### config.mk
export PLATFORM = sky130hd
export DESIGN_NAME = mem_stream_ctrl
export DESIGN_NICKNAME = d
export VERILOG_FILES = /design/src/rtl/mem_stream_ctrl.sv
export SDC_FILE = /design/constraint.sdc
export NUM_CORES = 1
export LEC_CHECK = 0
export ABC_AREA = 0
export CAP_MARGIN = 15
export CORE_ASPECT_RATIO = 2
export CORE_UTILIZATION = 50
export DETAILED_ROUTE_END_ITERATION = 8
export DONT_BUFFER_PORTS = 1
export SKIP_LAST_GASP = 1
export SLEW_MARGIN = 0
export SYNTH_ARGS = -nofsm -noshare
export SYNTH_HDL_FRONTEND = slang
export SYNTH_SLANG_ARGS = --single-unit
### constraint.sdc
create_clock -name clk -period 4 [get_ports clk]
set_clock_uncertainty 0.15 [all_clocks]
set_input_delay 1 -clock clk [delete_from_list [all_inputs] [get_ports clk]]
set_output_delay 1 -clock clk [all_outputs]
set_load 0.05 [all_outputs]
### src/rtl/mem_stream_ctrl.sv
// -----------------------------------------------------------------------------
// mem_stream_ctrl
//
// Streaming FIFO controller wrapped around an external dual-port memory
// (synchronous write, combinational read). Incoming words are written into the
// memory. The word at the read pointer is prefetched into a registered output
// stage whenever that stage is empty or being drained. The memory and the
// output register together form a SIZE+1 entry elastic buffer.
//
// Optional build macro:
//   MEM_STREAM_BYPASS_EN - when the memory is empty and the output register
//                          can be loaded, an incoming word goes straight into
//                          the output register. It is never written to memory,
//                          which gives a 1-cycle empty latency instead of 2.
//
// Ports:
//   clk           clock, all state on rising edge
//   reset         asynchronous active-high reset
//   in_data       input stream word
//   in_valid      in_data valid
//   in_ready      controller accepts a word this cycle
//   mem_data_in   memory write data (in_data pass-through)
//   mem_wr_addr   memory write address (write pointer)
//   mem_wr_en     memory write enable
//   mem_rd_addr   memory read address (read pointer)
//   mem_data_out  memory combinational read data at mem_rd_addr
//   out_data      registered output word
//   out_valid     out_data valid
//   out_ready     downstream accepts out_data
//   mem_count     words held in memory (output register excluded)
// -----------------------------------------------------------------------------
module mem_stream_ctrl #(
    parameter int WIDTH = 16,
    parameter int SIZE  = 64,
    parameter int LSIZE = $clog2(SIZE)
) (
    input  logic             clk,
    input  logic             reset,
    input  logic [WIDTH-1:0] in_data,
    input  logic             in_valid,
    output logic             in_ready,
    output logic [WIDTH-1:0] mem_data_in,
    output logic [LSIZE-1:0] mem_wr_addr,
    output logic             mem_wr_en,
    output logic [LSIZE-1:0] mem_rd_addr,
    input  logic [WIDTH-1:0] mem_data_out,
    output logic [WIDTH-1:0] out_data,
    output logic             out_valid,
    input  logic             out_ready,
    output logic [LSIZE:0]   mem_count
);

    localparam logic [LSIZE-1:0] PTR_LAST = LSIZE'(SIZE - 1);
    localparam logic [LSIZE-1:0] PTR_ONE  = LSIZE'(1);
    localparam logic [LSIZE:0]   CNT_FULL = (LSIZE + 1)'(SIZE);
    localparam logic [LSIZE:0]   CNT_ONE  = (LSIZE + 1)'(1);

    logic [LSIZE-1:0] r_wr_ptr;
    logic [LSIZE-1:0] r_rd_ptr;
    logic [LSIZE:0]   r_mem_count;
    logic [WIDTH-1:0] r_out_data;
    logic             r_out_valid;

    logic [LSIZE-1:0] w_wr_ptr_next;
    logic [LSIZE-1:0] w_rd_ptr_next;
    logic [LSIZE:0]   w_mem_count_next;
    logic [WIDTH-1:0] w_out_data_next;
    logic             w_out_valid_next;

    logic w_in_ready;
    logic w_push;
    logic w_pop;
    logic w_load_ok;
    logic w_load;
    logic w_bypass;
    logic w_mem_write;

    // in_ready depends only on the registered count (plus reset, so nothing is
    // accepted while reset is held). It has no path from out_ready.
    assign w_in_ready = !reset && (r_mem_count != CNT_FULL);
    assign w_push     = in_valid && w_in_ready;
    assign w_pop      = r_out_valid && out_ready;
    assign w_load_ok  = !r_out_valid || w_pop;
    assign w_load     = w_load_ok && (r_mem_count != '0);

`ifdef MEM_STREAM_BYPASS_EN
    // Memory empty and output stage free: skip the memory entirely.
    assign w_bypass = w_push && w_load_ok && (r_mem_count == '0);
`else
    assign w_bypass = 1'b0;
`endif

    assign w_mem_write = w_push && !w_bypass;

    always_comb begin
        w_wr_ptr_next    = r_wr_ptr;
        w_rd_ptr_next    = r_rd_ptr;
        w_mem_count_next = r_mem_count;
        w_out_data_next  = r_out_data;
        w_out_valid_next = r_out_valid;

        if (w_mem_write) begin
            w_wr_ptr_next = (r_wr_ptr == PTR_LAST) ? '0 : r_wr_ptr + PTR_ONE;
        end

        if (w_load) begin
            w_rd_ptr_next = (r_rd_ptr == PTR_LAST) ? '0 : r_rd_ptr + PTR_ONE;
        end

        // Write and prefetch in the same cycle cancel out.
        if (w_mem_write && !w_load) begin
            w_mem_count_next = r_mem_count + CNT_ONE;
        end else if (w_load && !w_mem_write) begin
            w_mem_count_next = r_mem_count - CNT_ONE;
        end

        // load and bypass are mutually exclusive: load needs a non-empty
        // memory, bypass needs an empty one.
        if (w_bypass) begin
            w_out_data_next  = in_data;
            w_out_valid_next = 1'b1;
        end else if (w_load) begin
            w_out_data_next  = mem_data_out;
            w_out_valid_next = 1'b1;
        end else if (w_pop) begin
            w_out_valid_next = 1'b0;
        end
    end

    always_ff @(posedge clk or posedge reset) begin
        if (reset) begin
            r_wr_ptr    <= '0;
            r_rd_ptr    <= '0;
            r_mem_count <= '0;
            r_out_data  <= '0;
            r_out_valid <= 1'b0;
        end else begin
            r_wr_ptr    <= w_wr_ptr_next;
            r_rd_ptr    <= w_rd_ptr_next;
            r_mem_count <= w_mem_count_next;
            r_out_data  <= w_out_data_next;
            r_out_valid <= w_out_valid_next;
        end
    end

    assign in_ready    = w_in_ready;
    assign mem_data_in = in_data;
    assign mem_wr_addr = r_wr_ptr;
    assign mem_wr_en   = w_mem_write;
    assign mem_rd_addr = r_rd_ptr;
    assign out_data    = r_out_data;
    assign out_valid   = r_out_valid;
    assign mem_count   = r_mem_count;

endmodule

* Word level (Yosys, flattened, before mapping)
Cells that the tools add are included.
** Storage, ports and cells
- Input bits :: 36
- Logic and storage cells :: 32
- Output and inout bits :: 54
- Flip-flop bits (word level) :: 36
** Cells by class
- Eq/ne operators :: 3
- Muxes and demuxes :: 6
- Reduce and logical (&&, ||, !) cells :: 14
- Add/sub/neg operators :: 4
** Operator list (number)
- $mux 7 :: 2
- $add 6x1->6 const B :: 2
- $eq 6x6->1 const B :: 2
- $mux 6 :: 2
- $add 7x1->7 const B :: 1
- $ne 7x7->1 const B :: 1
- $reduce_bool 7->1 :: 1
- $sub 7x1->7 const B :: 1
- $logic_and 1x1->1 :: 6
- $logic_not 1->1 :: 4
- $reduce_bool 2->1 :: 2
- $mux 1 :: 2
- $logic_or 1x1->1 :: 1

* Longest topological paths before layout
Gate-level depths: netlist of the first run.
- Depth after elaboration :: 7
- Gate-level depth with buffers :: 12
- Gate-level depth less buffers :: 10

* Worst setup path before layout of the first run
No wires, ideal clock.
- Path type :: register to register
- Start point :: register r_mem_count[0], in the netlist mem_count[0]
- End point :: register r_mem_count[6], in the netlist mem_count[6]
- Required time :: 3724 ps
- Clock period less this slack :: 3836 ps
- Setup time :: 126 ps
- Buffers on the path :: 0
- Cell stages (with the launch flop) :: 11
- Data arrival time :: 3560 ps
- Path slack :: 164 ps
- Cells stage by stage :: dfrtp_1 or4_4 o31ai_4 inv_1 ha_1 inv_1 ha_1 a211oi_1 nor3_1 or3b_2 xnor2_1
** Between the ends
- Cells in the longest elaborated chain, start to end :: 6
- Elaborated cells on any way between the ends :: 14
- Those cells by class :: add/sub: 2; eq/ne: 1; mux: 2; reduce/logical: 9
** Ends and longest elaborated chain
- from (decl) :: RTL line 60 : logic [LSIZE:0] r_mem_count;
- from (signal assigned) :: RTL line 140 : r_mem_count <= w_mem_count_next;
- $ne 7x7->1 * :: RTL line 80 : assign w_in_ready = !reset && (r_mem_count != CNT_FULL);
- $logic_and 1x1->1 * :: RTL line 80
- $logic_and 1x1->1 * :: RTL line 81 : assign w_push = in_valid && w_in_ready;
- via mem_wr_en :: RTL line 44 : output logic mem_wr_en,
- $logic_not 1->1 :: RTL line 113 : end else if (w_load && !w_mem_write) begin
- $logic_and 1x1->1 :: RTL line 113
- $reduce_bool 2->1 (no source line)
Mark *: on every way through the listed nets, which the timed path passes. The rest lies on a longest branch. The select of a mux whose other input is x is not followed.
A chain may end at the register's enable or synchronous reset.

* Worst setup path after layout of the first run
- Start point :: register r_mem_count[6], in the netlist mem_count[6]
- End point :: register r_mem_count[6], in the netlist mem_count[6]
** Between the ends
- Cells in the longest elaborated chain, start to end :: 6
- Elaborated cells on any way between the ends :: 14
- Those cells by class :: add/sub: 2; eq/ne: 1; mux: 2; reduce/logical: 9
** Ends and longest elaborated chain
- branches (longest 6 deep; another with $sub 7x1->7)
Several ways; the timed one is not identified. The select of a mux whose other input is x is not followed.

==> results.py, run 1 <==
metrics = {
    "pwr": {
        "p_leak_nw": 0.909,
        "p_total_mw": 1.85,
        "pwr-share-comb_pct": 38.0,
        "sw_frac_of_total_pct": 52.0,
        "peakVddDrop_v": 0.000461,
        "p_per_area_nw_per_um2": 908,
        "seqPwrFrac_pct": 49.2,
        "p_switching_mw": 0.963,
        "p_int_mw": 0.887,
        "p_clk_share_pct": 12.8,
    },
    "layout": {
        "stdcell_area_um2": 2040,
        "antennaDiodeCount": 0,
        "final_layout_size_suffix_gt1_share_pct": 24.2,
        "final_nets": 210,
        "finish.utilization_pct": 53.0,
        "multiInputGateArea_um2": 897,
        "nFillCells": 367,
        "syn_to_final_growth_pct": 2.52,
        "seq_area_um2": 901,
        "instances_no_fill": 216,
    },
    "route": {
        "num_vias": 1277,
        "wl_met3_um": 283,
        "vias_per_cell": 5.91,
        "wirelength_met1_um": 1430,
        "drtAntennaViolNets": 0,
        "wl_um": 3740,
        "dr.max_layer_used": "met4",
        "dr_wl_met2_um": 1920,
        "drtIter0Drc": 27,
        "wl_per_cell_um": 17.3,
        "drc": 0,
        "first_pass_iters": 4,
    },
    "timing": {
        "final.setup.tns_ps": 0,
        "period_minus_slack_ps": 3520,
        "tightest_slew_ps": 631,
        "finalHoldViolCount": 0,
        "slew_headroom_pct": 57.9,
        "slew_violations": 0,
        "rsz0062_at_grt": "no",
        "final-setup-viol-count": 0,
        "period_share_pct": 88.0,
        "max_freq_mhz": 284,
    },
    "global_route": {
        "grt_max_degree": 37,
        "grtUsageTotal_pct": 18.8,
        "antenna_found_initial": 0,
        "grt_pass1_vias": 1170,
        "overflow": 0,
        "grt_pass1_wl_um": 5720,
    },
    "synth": {
        "synth.most_common_cell": "dfrtp_1",
        "synth_warnings": 0,
        "synthFlopType": "dfrtp_1",
        "yosysTopAreaCellShare_pct": 45.3,
        "netlist_instances": 168,
        "ys_seq_area_share_pct": 45.3,
        "synthTopCellsByArea": "dfrtp_1 (45%), mux2_4 (9.8%), buf_4 (6.0%)",
        "synth-seq-cells": 36,
        "yosys-top-cells-count": "dfrtp_1 (36), buf_4 (16), mux2_4 (13), nand2_1 (12), ha_1 (8)",
        "yosysUniqueCellTypes": 44,
        "async_flop_share_pct": 100,
        "avgSynthCellArea_um2": 11.8,
        "synth.cell_area_um2": 1990,
        "syn-num-nets": 213,
        "synth-edff-count": 0,
        "synth_top_cell_by_area": "dfrtp_1",
    },
    "die": {
        "initial_core_util_pct": 51.7,
        "fp.dieH_um": 91.2,
        "fp-row-count": 32,
        "core_um2": 3840,
        "die_w_um": 46.6,
        "ios": 90,
        "fp.dieArea_um2": 4250,
    },
    "flow_run": {
        "max_cap_viol_count": 0,
    },
    "setup_path": {
        "cp-end-kind": "register",
        "path_class": "register to register",
        "required_ps": 4020,
        "crit_path_max_fanout": 8,
        "worstSetupStartpointType": "register",
        "crit_arrival_ps": 3540,
    },
    "clock_tree": {
        "clkTransAtPathRegs_ps": 70,
        "numCtsBuffers": 5,
        "htree_levels": 2,
        "cts_buffer_depth": 2,
        "cts_resized": 0,
        "post_cts_buffers": 0,
        "cts_hold_buf": 0,
        "root_buffer": "clkbuf_8",
        "clock_latency_ps": 280,
        "clock-sinks": 36,
        "cts_tree": "done",
    },
    "placed_design": {
        "hpwl_um": 2760,
        "gp_congestion": 0.833,
        "numPortBuffers": 0,
        "dpl_cell_area_um2": 1960,
        "placed_cells": 209,
    },
    "run_status": {
        "outcome": "completed",
    },
    "worst_hold_path": {
        "hold_path.class": "register to register",
    },
}
[routing by layer]
layer  up-vias  track usage [%]
met5         -                0
met2        69             29.2
met1       618             20.7
met4         0             9.80
met3        10             7.55
li1        580                -
[critical path, cell delays in order, from the launching register on]
cell	delay, ps
dfrtp_1	680
inv_1	210
o31ai_4	430
inv_1	110
ha_1	270
inv_1	220
ha_1	340
a211oi_1	300
nor3_1	100
or3b_2	460
xnor2_1	140
[power by group through the flow]
| stage | combinational [mW] | clock [mW] | sequential, mW |
|---|---|---|---|
| after floorplan | 0.476 | 0 | 1.02 |
| after detailed placement | 0.708 | 0 | 0.919 |
| after CTS | 0.711 | 0.248 | 0.912 |
| final | 0.703 | 0.237 | 0.911 |
| after global routing | 0.775 | 0.261 | 0.932 |
| after global placement | 0.692 | 0 | 0.913 |
[logic make-up (layout without fill, tap and decap cells)]
kind of cell,count (synthesis),count (layout),share of synthesized area [%]
AND/OR/NAND/NOR,38,38,10.7
buffers and inverters,26,23,9.51
multiplexers,18,18,12.7
flip-flops,36,36,45.3
XOR/XNOR,9,9,3.97
AO/OA/AOI/OAI,32,32,11.8
adder cells (fa/ha/maj),9,9,6.05
[registers in the layout, indices dropped and copies added, names as in the netlist]
signal and cells:
mem_rd_addr 6, mem_wr_addr 6, mem_count 7, out_valid 1, out_data 16
[path summary, 6_finish.rpt]
| kind | cells past startpoint | from | slack, ps | to |
|---|---|---|---|---|
| min in group asynchronous | 2 | reset | 560 | mem_count[5]$_DFFE_PP0P_ |
| max | 10 | mem_count[6]$_DFFE_PP0P_ | 480 | mem_count[6]$_DFFE_PP0P_ |
| min reg2reg | 3 | mem_count[4]$_DFFE_PP0P_ | 550 | mem_count[4]$_DFFE_PP0P_ |
| min | 3 | mem_count[4]$_DFFE_PP0P_ | 550 | mem_count[4]$_DFFE_PP0P_ |
| max in group asynchronous | 2 | reset | 2810 | out_data[7]$_DFFE_PP0P_ |
| max reg2reg | 10 | mem_count[6]$_DFFE_PP0P_ | 480 | mem_count[6]$_DFFE_PP0P_ |
[layout make-up]
type	count	area share [%]
timing repair buffer	10	3.69
clock buffer	6	3.56
multi-input combinational	106	44.0
inverter	6	1.11
clock inverter	1	0.246
tap	51	3.13
sequential	36	44.2
[cell usage in the layout, fill, tap and decap left out, types with 4 or more instances in the layout]
master and count:
a21o_1 4, a21oi_1 5, buf_4 10, clkbuf_8 5
dfrtp_1 36, ha_1 8, inv_1 6, mux2_2 5
mux2_4 13, nand2_1 12, nand3_1 4, nand3b_1 4
o21ai_0 7, xnor2_1 7
[metrics by stage]
step,worst slack [ps],hold WS (ps)
floorplan,164,634
global placement,464,537
detailed placement,376,541
CTS,474,558
global route,320,598
finish,479,548
(Power assumes the default switching activity.)
==> run 2, diff against run 1 <==
--- a/config.mk
+++ b/config.mk
@@ -8,9 +8,10 @@
 export ABC_AREA = 0
 export CAP_MARGIN = 15
 export CORE_ASPECT_RATIO = 2
-export CORE_UTILIZATION = 50
+export CORE_UTILIZATION = 52
 export DETAILED_ROUTE_END_ITERATION = 8
 export DONT_BUFFER_PORTS = 1
+export PLACE_DENSITY = 0.67
 export SKIP_LAST_GASP = 1
 export SLEW_MARGIN = 0
 export SYNTH_ARGS = -nofsm -noshare
==> results.py, run 2 (synthesized netlist as in run 1, its figures left out) <==
metrics = {
    "run_status": {
        "outcome": "completed",
    },
    "timing": {
        "period_share_pct": 89.5,
        "slew_violations": 0,
        "rsz0062_at_grt": "no",
        "tightest_slew_ps": 640,
        "final-setup-viol-count": 0,
        "finalHoldViolCount": 0,
        "final.setup.tns_ps": 0,
        "max_freq_mhz": 279,
        "period_minus_slack_ps": 3580,
        "finalWorstSetupSlack_ps": 421,
        "slew_headroom_pct": 57.3,
    },
    "route": {
        "drtIter0Drc": 33,
        "vias_per_cell": 6.12,
        "wl_um": 3810,
        "drc": 0,
        "first_pass_iters": 4,
        "num_vias": 1309,
        "drtAntennaViolNets": 0,
        "wl_per_cell_um": 17.8,
    },
    "clock_tree": {
        "clkTransAtPathRegs_ps": 70,
        "clock-sinks": 36,
        "cts_hold_buf": 0,
        "cts_tree": "done",
        "cts_resized": 0,
        "clock_latency_ps": 280,
        "root_buffer": "clkbuf_8",
        "numCtsBuffers": 5,
        "htree_levels": 2,
        "post_cts_buffers": 0,
        "cts_buffer_depth": 2,
    },
    "setup_path": {
        "crit_slowest_cell": "dfrtp_1",
        "crit_arrival_ps": 3590,
        "required_ps": 4020,
        "cp-end-kind": "register",
        "crit_path_cell_trace": "or2_2 -> o31a_1 -> inv_1 -> ha_1 -> inv_1 -> fa_1 -> a211oi_1 -> nor3_1 -> or3b_2 -> xnor2_1",
        "crit_path_max_fanout": 7,
        "cp_num_buf_inv": 2,
        "crit_top_cell": "inv_1",
        "worstSetupStartpointType": "register",
        "cp_top_family": "simple AND/OR/NAND/NOR gates",
        "path_class": "register to register",
        "slowest_delay_ps": 590,
    },
    "layout": {
        "largest_reg_flops": 16,
        "stdcell_area_um2": 2040,
        "final_cell_mix": "dfrtp_1 (36), mux2_4 (13), nand2_1 (12), ha_1 (8), buf_4 (8)",
        "syn_to_final_growth_pct": 2.90,
        "final_layout_size_suffix_gt1_share_pct": 24.8,
        "antennaDiodeCount": 0,
        "final_nets": 209,
        "final_common_cell": "dfrtp_1",
        "nFillCells": 335,
    },
    "pwr": {
        "p_leak_nw": 0.914,
        "p_total_mw": 1.85,
        "p_per_area_nw_per_um2": 903,
        "peakVddDrop_v": 0.000569,
    },
    "die": {
        "fp-row-count": 31,
        "fp.dieArea_um2": 4090,
        "initial_core_util_pct": 54.5,
        "core_um2": 3650,
        "fp.dieH_um": 89.4,
        "die_w_um": 45.7,
        "ios": 90,
    },
    "placed_design": {
        "dpl_cell_area_um2": 1940,
        "dp_slack_ps": 426,
        "gp_congestion": 0.763,
        "numPortBuffers": 0,
        "hpwl_um": 2830,
    },
    "global_route": {
        "grt_pass1_vias": 1360,
        "overflow": 0,
        "grt_max_degree": 30,
        "antenna_found_initial": 0,
        "grtUsageTotal_pct": 19.8,
        "grt_pass1_wl_um": 5840,
    },
    "worst_hold_path": {
        "hold_path.class": "primary input to async pin",
    },
    "flow_run": {
        "max_cap_viol_count": 0,
    },
}
==> run 2: routing by layer <==
metal | vias to the layer above | track usage (%) | share of wire [%]
li1 | 582 | - | -
met1 | 646 | 19.2 | 38
met2 | 67 | 36.4 | 53
met3 | 14 | 5.86 | 6.3
met4 | 0 | 8.82 | 2.8
met5 | - | 0 | 0
==> run 2: path summary, 6_finish.rpt <==
| check | slack (ps) | endpoint | cells past startpoint | start |
|---|---|---|---|---|
| max | 420 | mem_count[6]$_DFFE_PP0P_ | 10 | mem_count[4]$_DFFE_PP0P_ |
| min | 520 | out_data[2]$_DFFE_PP0P_ | 1 | reset |
| max reg2reg | 420 | mem_count[6]$_DFFE_PP0P_ | 10 | mem_count[4]$_DFFE_PP0P_ |
| min reg2reg | 580 | mem_wr_addr[1]$_DFFE_PP0P_ | 4 | mem_count[3]$_DFFE_PP0P_ |
| max in group asynchronous | 2480 | mem_wr_addr[3]$_DFFE_PP0P_ | 3 | reset |
| min in group clk | 580 | mem_wr_addr[1]$_DFFE_PP0P_ | 4 | mem_count[3]$_DFFE_PP0P_ |
==> run 2: stage by stage <==
stage	util, %	cells	hold WS [ps]
3_3_place_gp	53.3	205	563
2_1_floorplan	-	168	634
3_5_place_dp	53.3	205	572
5_1_grt	56.1	214	558
6_report	56.1	214	523
4_1_cts	55.7	213	586
==> run 2: worst register-to-register path, delay by kind of cell, from the launching register on <==
kind / cells / cell delay, ps
AND/OR/NAND/NOR: 3 / 980
flip-flops: 1 / 590
AO/OA/AOI/OAI: 2 / 630
adder cells (fa/ha/maj): 2 / 700
buffers and inverters: 2 / 280
XOR/XNOR: 1 / 140
==> run 2: report_power, final <==
group / total (mW) / leakage, nW / internal (mW) / switching [mW]
combinational: 0.646 / 0.438 / 0.282 / 0.363
sequential: 0.956 / 0.428 / 0.476 / 0.480
clock: 0.245 / 0.0479 / 0.121 / 0.124
==> run 2: cell type report <==
type / count / area, um^2 / area share (%)
Sequential cell: 36 / 901 / 44.1
Multi-Input combinational cell: 106 / 897 / 43.9
Timing Repair Buffer: 9 / 75.1 / 3.67
Clock buffer: 5 / 68.8 / 3.37
Tap cell: 49 / 61.3 / 3.00
Inverter: 6 / 22.5 / 1.10
Clock inverter: 3 / 18.8 / 0.918
==> run 3, diff against run 2 <==
--- a/config.mk
+++ b/config.mk
@@ -8,10 +8,9 @@
 export ABC_AREA = 0
 export CAP_MARGIN = 15
 export CORE_ASPECT_RATIO = 2
-export CORE_UTILIZATION = 52
+export CORE_UTILIZATION = 35
 export DETAILED_ROUTE_END_ITERATION = 8
 export DONT_BUFFER_PORTS = 1
-export PLACE_DENSITY = 0.67
 export SKIP_LAST_GASP = 1
 export SLEW_MARGIN = 0
 export SYNTH_ARGS = -nofsm -noshare
==> results.py, run 3 (synthesized netlist as in run 1, its figures left out) <==
metrics = {
    "run_status": {
        "outcome": "completed",
    },
    "timing": {
        "holdWs_ps": 551,
        "rsz0062_at_grt": "no",
        "slew_headroom_pct": 57.4,
        "tightest_slew_ps": 639,
        "final-setup-viol-count": 0,
        "period_minus_slack_ps": 3520,
        "period_share_pct": 88.1,
        "max_freq_mhz": 284,
        "slew_violations": 0,
        "final.setup.tns_ps": 0,
        "finalHoldViolCount": 0,
        "finalWorstSetupSlack_ps": 478,
    },
    "global_route": {
        "gr-usage-met2_pct": 27.3,
        "antenna_found_initial": 0,
        "top_usage_layer": "met2",
        "grtUsageTotal_pct": 14.2,
        "grt_use_met1_pct": 12.7,
        "grt_pass1_vias": 1311,
        "met3_usage_pct": 4.67,
        "grt_max_degree": 37,
        "overflow": 0,
        "grt_pass1_wl_um": 6380,
    },
    "flow_run": {
        "max_cap_viol_count": 0,
    },
    "pwr": {
        "p_per_area_nw_per_um2": 940,
        "seqPwrFrac_pct": 47.5,
        "p_switching_mw": 0.982,
        "p_clk_share_pct": 17.9,
        "pwr-share-comb_pct": 34.5,
        "p_total_mw": 1.97,
        "sw_frac_of_total_pct": 49.9,
        "p_int_mw": 0.984,
        "peakVddDrop_v": 0.000569,
        "p_leak_nw": 0.928,
    },
    "setup_path": {
        "crit_arrival_ps": 3550,
        "path_class": "register to register",
        "worstSetupStartpointType": "register",
        "cp-end-kind": "register",
        "required_ps": 4030,
        "crit_path_max_fanout": 8,
    },
    "layout": {
        "stdcell_area_um2": 2090,
        "nFillCells": 545,
        "final_nets": 209,
        "largest_reg_flops": 16,
        "finish.utilization_pct": 38.6,
        "final_common_cell": "dfrtp_1",
        "syn_to_final_growth_pct": 5.16,
        "instances_no_fill": 225,
        "final_layout_size_suffix_gt1_share_pct": 24.8,
        "antennaDiodeCount": 0,
        "final_cell_mix": "dfrtp_1 (36), mux2_4 (13), nand2_1 (12), buf_4 (9), ha_1 (8)",
    },
    "die": {
        "initial_core_util_pct": 36.7,
        "ios": 90,
        "die_w_um": 55.3,
        "core_um2": 5420,
        "fp-row-count": 38,
        "fp.dieH_um": 109,
        "fp.dieArea_um2": 6000,
    },
    "clock_tree": {
        "cts_resized": 0,
        "cts_tree": "done",
        "root_buffer": "clkbuf_8",
        "post_cts_buffers": 0,
        "clkTransAtPathRegs_ps": 80,
        "htree_levels": 2,
        "clock_latency_ps": 290,
        "cts_buffer_depth": 2,
        "numCtsBuffers": 5,
        "clock-sinks": 36,
        "cts_hold_buf": 0,
    },
    "route": {
        "vias_per_cell": 5.47,
        "wl_um": 4040,
        "first_pass_iters": 3,
        "num_vias": 1231,
        "drc": 0,
        "drtIter0Drc": 34,
        "wl_per_cell_um": 18.0,
        "drtAntennaViolNets": 0,
    },
    "placed_design": {
        "hpwl_um": 3030,
        "gp_congestion": 0.794,
        "numPortBuffers": 0,
        "dp_slack_ps": 406,
        "dpl_cell_area_um2": 1960,
        "placed_cells": 217,
    },
    "worst_hold_path": {
        "hold_path.class": "primary input to async pin",
    },
}
run 3: cell count changes in the layout (fill, tap and decap cells not counted), sizes merged:
cell,before,now
bufinv,0,1
clkinv,3,0
clkbuf,5,7
run 3: final cells by class:
type,count,area (um^2),area share [%]
Timing Repair Buffer,9,67.6,3.23
Tap cell,60,75.1,3.59
Sequential cell,36,901,43.1
Inverter,6,22.5,1.08
Multi-Input combinational cell,106,897,42.9
Clock inverter,1,30.0,1.44
Clock buffer,7,96.3,4.61
run 3: critical path: stages (launching register included):
cell	delay [ps]
dfrtp_1	590
or2_2	420
o31ai_4	370
inv_1	110
ha_1	260
inv_1	220
ha_1	340
a211oi_1	280
nor3_1	90
or3b_2	450
xnor2_1	130
run 3: path summary, 6_finish.rpt:
check                                    startpoint                          to  slack (ps)  cells past startpoint
max in group asynchronous                     reset  mem_rd_addr[2]$_DFFE_PP0P_        2820                      2
min in group clk           mem_count[4]$_DFFE_PP0P_       out_valid$_DFFE_PP0P_         570                      3
max reg2reg                mem_count[5]$_DFFE_PP0P_    mem_count[6]$_DFFE_PP0P_         480                     10
max                        mem_count[5]$_DFFE_PP0P_    mem_count[6]$_DFFE_PP0P_         480                     10
min reg2reg                mem_count[4]$_DFFE_PP0P_       out_valid$_DFFE_PP0P_         570                      3
min                                           reset       out_valid$_DFFE_PP0P_         550                      2
run 3: layer usage:
metal | vias to the layer above | share of wire [%]
met3 | 6 | 5.4
met2 | 40 | 58
li1 | 579 | -
met4 | 0 | 2.0
met5 | - | 0
met1 | 606 | 34
run 3: power by group through the flow:
| stage | Combinational (mW) | Clock [mW] | Sequential [mW] |
|---|---|---|---|
| CTS | 0.689 | 0.367 | 0.938 |
| detailed placement | 0.687 | 0 | 0.945 |
| global placement | 0.661 | 0 | 0.940 |
| floorplan | 0.476 | 0 | 1.02 |
| finish | 0.679 | 0.352 | 0.934 |
| global route | 0.754 | 0.380 | 0.956 |
